File: config.mk
export PLATFORM = sky130hd
export DESIGN_NAME = wb_commit
export DESIGN_NICKNAME = d
export VERILOG_FILES = /design/src/rtl/wb_pkg.sv /design/src/rtl/wb_ex_prio.sv /design/src/rtl/wb_commit.sv
export SDC_FILE = /design/constraint.sdc
export NUM_CORES = 1
export LEC_CHECK = 0
export BUFFER_PORTS_ARGS = -buffer_cell sky130_fd_sc_hd__buf_2
export CORE_AREA = 2 2 187 189
export CTS_CLUSTER_SIZE = 8
export DETAILED_ROUTE_END_ITERATION = 10
export DIE_AREA = 0 0 189 191
export SLEW_MARGIN = 20
export SYNTH_ARGS = -nofsm -noshare
export SYNTH_HDL_FRONTEND = slang
export SYNTH_SLANG_ARGS = --single-unit
File: constraint.sdc
create_clock -name clk -period 5.65 [get_ports clk]
set_clock_uncertainty 0.05 [all_clocks]
set_input_delay 0 -clock clk [delete_from_list [all_inputs] [get_ports clk]]
set_output_delay 0 -clock clk [all_outputs]
set_load 0.02 [all_outputs]
File: src/rtl/wb_pkg.sv
// Shared types and constants for the write-back commit stage.
package wb_pkg;

    localparam logic [5:0] ECODE_INT  = 6'h00;
    localparam logic [5:0] ECODE_ADEF = 6'h08;
    localparam logic [5:0] ECODE_ALE  = 6'h09;
    localparam logic [5:0] ECODE_SYS  = 6'h0b;
    localparam logic [5:0] ECODE_BRK  = 6'h0c;
    localparam logic [5:0] ECODE_INE  = 6'h0d;

    typedef enum logic {
        RUN,
        FLUSH
    } wb_state_t;

    typedef struct packed {
        logic [31:0] pc;
        logic [31:0] vaddr;
        logic        rf_we;
        logic [4:0]  rf_waddr;
        logic [31:0] rf_wdata;
        logic        ex_adef;
        logic        ex_ine;
        logic        ex_sys;
        logic        ex_brk;
        logic        ex_ale;
        logic        ertn;
        logic        csr_we;
        logic [13:0] csr_num;
        logic [31:0] csr_wmask;
        logic [31:0] csr_wvalue;
    } wb_payload_t;

endpackage

File: src/rtl/wb_ex_prio.sv
// Exception priority encoder for the instruction held in WB.
module wb_ex_prio
    import wb_pkg::*;
(
    input  logic       has_int,
    input  logic       ex_adef,
    input  logic       ex_ine,
    input  logic       ex_sys,
    input  logic       ex_brk,
    input  logic       ex_ale,
    output logic       ex_valid,
    output logic [5:0] ecode,
    output logic [8:0] esubcode
);

    assign esubcode = '0;

    always_comb begin
        ex_valid = 1'b1;
        ecode    = '0;
        if (has_int)      ecode = ECODE_INT;
        else if (ex_adef) ecode = ECODE_ADEF;
        else if (ex_ine)  ecode = ECODE_INE;
        else if (ex_sys)  ecode = ECODE_SYS;
        else if (ex_brk)  ecode = ECODE_BRK;
        else if (ex_ale)  ecode = ECODE_ALE;
        else              ex_valid = 1'b0;
    end

endmodule

File: src/rtl/wb_commit.sv
// Write-back commit stage: exceptions, ertn, CSR/RF writes, flush window.
// Optional debug trace ports enabled by WB_DEBUG_TRACE_EN.
module wb_commit
    import wb_pkg::*;
#(
    parameter int FLUSH_CYCLES = 2
) (
    input  logic        clk,
    input  logic        resetn,
    input  logic        ms_valid,
    output logic        ws_allowin,
    input  logic [31:0] ms_pc,
    input  logic [31:0] ms_vaddr,
    input  logic        ms_rf_we,
    input  logic [4:0]  ms_rf_waddr,
    input  logic [31:0] ms_rf_wdata,
    input  logic        ms_ex_adef,
    input  logic        ms_ex_ine,
    input  logic        ms_ex_sys,
    input  logic        ms_ex_brk,
    input  logic        ms_ex_ale,
    input  logic        ms_ertn,
    input  logic        ms_csr_we,
    input  logic [13:0] ms_csr_num,
    input  logic [31:0] ms_csr_wmask,
    input  logic [31:0] ms_csr_wvalue,
    input  logic        has_int,
    input  logic [31:0] csr_eentry,
    input  logic [31:0] csr_era,
    output logic        wb_ex,
    output logic [5:0]  wb_ecode,
    output logic [8:0]  wb_esubcode,
    output logic [31:0] wb_pc,
    output logic [31:0] wb_vaddr,
    output logic        ertn_flush,
    output logic        csr_we,
    output logic [13:0] csr_num,
    output logic [31:0] csr_wmask,
    output logic [31:0] csr_wvalue,
    output logic        rf_we,
    output logic [4:0]  rf_waddr,
    output logic [31:0] rf_wdata,
    output logic        flush_req,
    output logic [31:0] flush_target
`ifdef WB_DEBUG_TRACE_EN
    ,
    output logic [31:0] debug_wb_pc,
    output logic [3:0]  debug_wb_rf_we,
    output logic [4:0]  debug_wb_rf_wnum,
    output logic [31:0] debug_wb_rf_wdata
`endif
);

    localparam logic [2:0] FLUSH_LOAD = FLUSH_CYCLES[2:0];

    wb_payload_t ms_pl;
    wb_payload_t ws;
    logic        ws_valid;
    logic        accept;
    logic        commit;
    wb_state_t   state;
    wb_state_t   state_nxt;
    logic [2:0]  cnt;
    logic [2:0]  cnt_nxt;
    logic        ex_valid;
    logic [5:0]  ex_code;
    logic [8:0]  ex_sub;

    assign ws_allowin = 1'b1;
    assign accept     = ms_valid & ws_allowin;

    always_comb begin
        ms_pl            = '0;
        ms_pl.pc         = ms_pc;
        ms_pl.vaddr      = ms_vaddr;
        ms_pl.rf_we      = ms_rf_we;
        ms_pl.rf_waddr   = ms_rf_waddr;
        ms_pl.rf_wdata   = ms_rf_wdata;
        ms_pl.ex_adef    = ms_ex_adef;
        ms_pl.ex_ine     = ms_ex_ine;
        ms_pl.ex_sys     = ms_ex_sys;
        ms_pl.ex_brk     = ms_ex_brk;
        ms_pl.ex_ale     = ms_ex_ale;
        ms_pl.ertn       = ms_ertn;
        ms_pl.csr_we     = ms_csr_we;
        ms_pl.csr_num    = ms_csr_num;
        ms_pl.csr_wmask  = ms_csr_wmask;
        ms_pl.csr_wvalue = ms_csr_wvalue;
    end

    always_ff @(posedge clk) begin
        if (accept) ws <= ms_pl;
    end

    // The instruction alongside a flush, and any during FLUSH, never becomes valid.
    always_ff @(posedge clk or negedge resetn) begin
        if (!resetn) begin
            ws_valid <= 1'b0;
            state    <= RUN;
            cnt      <= '0;
        end else begin
            ws_valid <= accept && (state == RUN) && !flush_req;
            state    <= state_nxt;
            cnt      <= cnt_nxt;
        end
    end

    always_comb begin
        state_nxt = state;
        cnt_nxt   = cnt;
        unique case (state)
            RUN: begin
                if (flush_req) begin
                    state_nxt = FLUSH;
                    cnt_nxt   = FLUSH_LOAD;
                end
            end
            FLUSH: begin
                cnt_nxt = cnt - 3'd1;
                if (cnt == 3'd1) state_nxt = RUN;
            end
            default: begin
                state_nxt = RUN;
                cnt_nxt   = '0;
            end
        endcase
    end

    wb_ex_prio u_prio (
        .has_int  (ws_valid & has_int),
        .ex_adef  (ws.ex_adef),
        .ex_ine   (ws.ex_ine),
        .ex_sys   (ws.ex_sys),
        .ex_brk   (ws.ex_brk),
        .ex_ale   (ws.ex_ale),
        .ex_valid (ex_valid),
        .ecode    (ex_code),
        .esubcode (ex_sub)
    );

    assign wb_ex       = ws_valid & ex_valid;
    assign wb_ecode    = wb_ex ? ex_code : '0;
    assign wb_esubcode = wb_ex ? ex_sub : '0;
    assign wb_pc       = wb_ex ? ws.pc : '0;
    assign wb_vaddr    = wb_ex ? ws.vaddr : '0;
    assign ertn_flush  = ws_valid & ws.ertn & ~wb_ex;
    assign commit      = ws_valid & ~wb_ex;

    // Payload is not reset, so data outputs are masked by their enables.
    assign rf_we      = commit & ws.rf_we;
    assign rf_waddr   = rf_we ? ws.rf_waddr : '0;
    assign rf_wdata   = rf_we ? ws.rf_wdata : '0;
    assign csr_we     = commit & ws.csr_we;
    assign csr_num    = csr_we ? ws.csr_num : '0;
    assign csr_wmask  = csr_we ? ws.csr_wmask : '0;
    assign csr_wvalue = csr_we ? ws.csr_wvalue : '0;

    assign flush_req    = wb_ex | ertn_flush;
    assign flush_target = wb_ex      ? csr_eentry :
                          ertn_flush ? csr_era    : '0;

`ifdef WB_DEBUG_TRACE_EN
    assign debug_wb_pc       = ws_valid ? ws.pc : '0;
    assign debug_wb_rf_we    = {4{rf_we}};
    assign debug_wb_rf_wnum  = rf_waddr;
    assign debug_wb_rf_wdata = rf_wdata;
`endif

endmodule

==> metrics <==
Slew headroom=41.0%; synthesized area=7960 um^2; Sw Pwr=about 1.0 mW; Final nets=1,460; area fraction of the dominant cell type after synthesis=70.5%; Detailed Routing Iterations Pass 1=4; main flop type after synthesis=edfxtp_1; Critical Path Max Stage Delay=0.60 ns; #FFs+latches synth=192; per-cell routed wire length=16.4 um; grt ovf=0; number of flops mapped to enable cells by yosys=approximately 190; initial antenna violation count=5; Slew Limit Fails=0; Clk pin slew, worst setup/hold paths=0.07 ns; Slowest-stage cell, CP=or4_4; area delta synth->final=65.9%; PwrDens=277 nW/um^2; HPWL after DPL=18,900 um; clk sink count=approximately 190; final setup vio count=0; Root Buffer=clkbuf_16; Initial Util=23.3%; CTS tree=yes; switch share=approximately 28%; total negative slack=0 ns; drt via density=4.08; Routed WL=about 27,000 um; first-pass GRT wire length=about 40,000 um; LEAKAGE=6.43 nW; Die Y=around 190 um; Critical Path, Cell by Cell=or4_4 > or3_4 > buf_4 > and3_1 > buf_2; sequential share of power=47.8%; unique cell type count in the Yosys netlist=32; RSZ-0062 raised after global routing=false; core area=between 30,000 and 40,000 um^2; Critical Path Sink Type=primary output; top post-synthesis cells by area=edfxtp_1, and2_1, and3_1, mux2i_1, nand2_1; die area=36,100 um^2; crit-path max FO=62; Hold Fails Final Rpt=0; post-CTS setup buffers=0; Synth Warn #=0; Least-Margin Pin Slew=0.885 ns; GP Congestion=0.732; final worst setup slack=2.66 ns; count leader, synth=edfxtp_1; All-Layer GR Usage=14.7%; CP Class=reg -> out; Vias=6,818; final period utilization=53.0%; clk buf depth=2; num rows=68; vias in the first global route=around 7,200; FMAX=334 MHz; number of antenna-violating nets in the routed design=0; sequential element share of the synthesized area=72.1%; Worst Path Arrival=2.94 ns; area leader, netlist=edfxtp_1; pin count of the biggest net entering global routing=100; CTS Buf Count=17; async set-or-reset flop fraction in the synthesized netlist=2.60%; pre-CTS setup slack=2.99 ns; CP required=around 5.6 ns; clock share of power=between 30% and 40%; clock period minus worst slack=2.99 ns; initial drt markers=265; H-tree depth=4; Logic pwr share=19.2%; Hold Path Class=in -> reg; top cells by count, synth=edfxtp_1, and2_1, nand2_1; cell-internal power=2.63 mW; share of layout cells above drive strength 1=42.5%; status=finished, final reports clean; Peak VDD IR=0.185 mV; I/O Pins=487; max-cap viol count=0; Post-Syn Instances=557; port bufs=approximately 470; Die X=189 um; Worst Setup Start Kind=flop; Skew-Pair Late Insertion Delay=about 0.45 ns; post-route DRC violation count=0; mean area per synthesized cell=between 10 and 15 um^2
[per-stage QoR]
stage | util (%) | total power [mW] | area, um^2 | std cells | hold WS [ns]
after floorplan | - | 2.10 | 8000 | 567 | -0.346
after global placement | 31.4 | 2.37 | 10700 | 1449 | -0.221
after detailed placement | 31.4 | 2.38 | 10700 | 1449 | -0.221
after CTS | 38.7 | 3.71 | 13200 | 1671 | 0.0524
after global routing | 38.7 | 3.83 | 13200 | 1672 | 0.0903
final | 38.7 | 3.67 | 13200 | 1672 | 0.0774
[worst max-delay path, delay by kind of cell (launching register included)]
family | cells | cell delay (ns)
flip-flops | 1 | 0.43
AND/OR/NAND/NOR | 3 | 1.43
buffers and inverters | 2 | 0.58
[flip-flops by register name (all words and copies together) (netlist names)]
signal and count:
state 1, ws 187, ws_valid 1, cnt 3
[path summary, 6_finish.rpt]
check	from	end	depth (start not counted)	slack, ns
max	ws[83]	wb_vaddr[1]	5	2.66
min	ms_valid	ws[55]	1	0.08
max reg2reg	ws[83]	cnt[1]	3	3.76
min reg2reg	cnt[1]	cnt[1]	1	0.47
max in group asynchronous	resetn	ws_valid	3	4.92
min in group asynchronous	resetn	state	3	0.42
[cells by family (layout without fill, tap and decap cells)]
group / count (synthesis) / count (layout) / synth area share [%]
AOI/OAI and AO/OA: 8 / 8 / 0.707
adders and majority gates: 2 / 2 / 0.314
buffers and inverters: 57 / 706 / 3.79
DFF: 192 / 192 / 72.1
muxes: 32 / 32 / 4.02
other: 2 / 13 / 0.0943
and+or+nand+nor: 264 / 264 / 19.0
[layout make-up]
class                           instances  area, um^2
Fill cell                            3269       20900
Sequential cell                       192        5740
Timing Repair Buffer                  670        4330
Multi-Input combinational cell        318        1970
Tap cell                              455         569
Clock buffer                           17         425
Clock inverter                         15         155
Inverter                                4        15.0
Antenna cell                            1        2.50
[repair_timing]
action | CTS | global route
hold endpoints to repair | 193 | 0
resized for setup | 0 | 0
hold buffers | 190 | 0
[power groups by stage]
| stage | logic, mW | clock network [mW] | registers, mW |
|---|---|---|---|
| after floorplan | 0.349 | 0 | 1.75 |
| after global placement | 0.592 | 0 | 1.78 |
| after detailed placement | 0.602 | 0 | 1.78 |
| after CTS | 0.709 | 1.25 | 1.75 |
| after global routing | 0.766 | 1.30 | 1.76 |
| final | 0.705 | 1.21 | 1.75 |
[metal layers]
layer,vias to the layer above,part of all wire (%),track usage (%)
li1,3230,-,-
met1,3206,37,15.4
met2,332,51,26.6
met3,42,8.5,5.47
met4,8,2.9,5.53
met5,-,0.17,0
[cells in the final DEF (no fill, tap or decap), types with 2 or more instances in the layout]
cell           synthesis  final
clkinv_2               0      2
ha_1                   2      2
buf_4                 12      6
clkinvlp_4             0      2
o21ai_0                3      3
nor2b_1                2      2
and3_1                64     64
nor3_1                 2      2
nor2_1                 2      2
and2_1               117    116
dlygate4sd3_1          0    190
nor4b_4                1      2
conb_1                 2     12
dfrtp_1                5      4
edfxtp_1             187    187
mux2i_1               32     32
inv_1                  4      4
nand2b_1               3      3
clkbuf_16              0     17
nand2_1               67     67
inv_8                  0      4
buf_2                  1    473
clkinv_4               0      3
(Power assumes the default switching activity.)
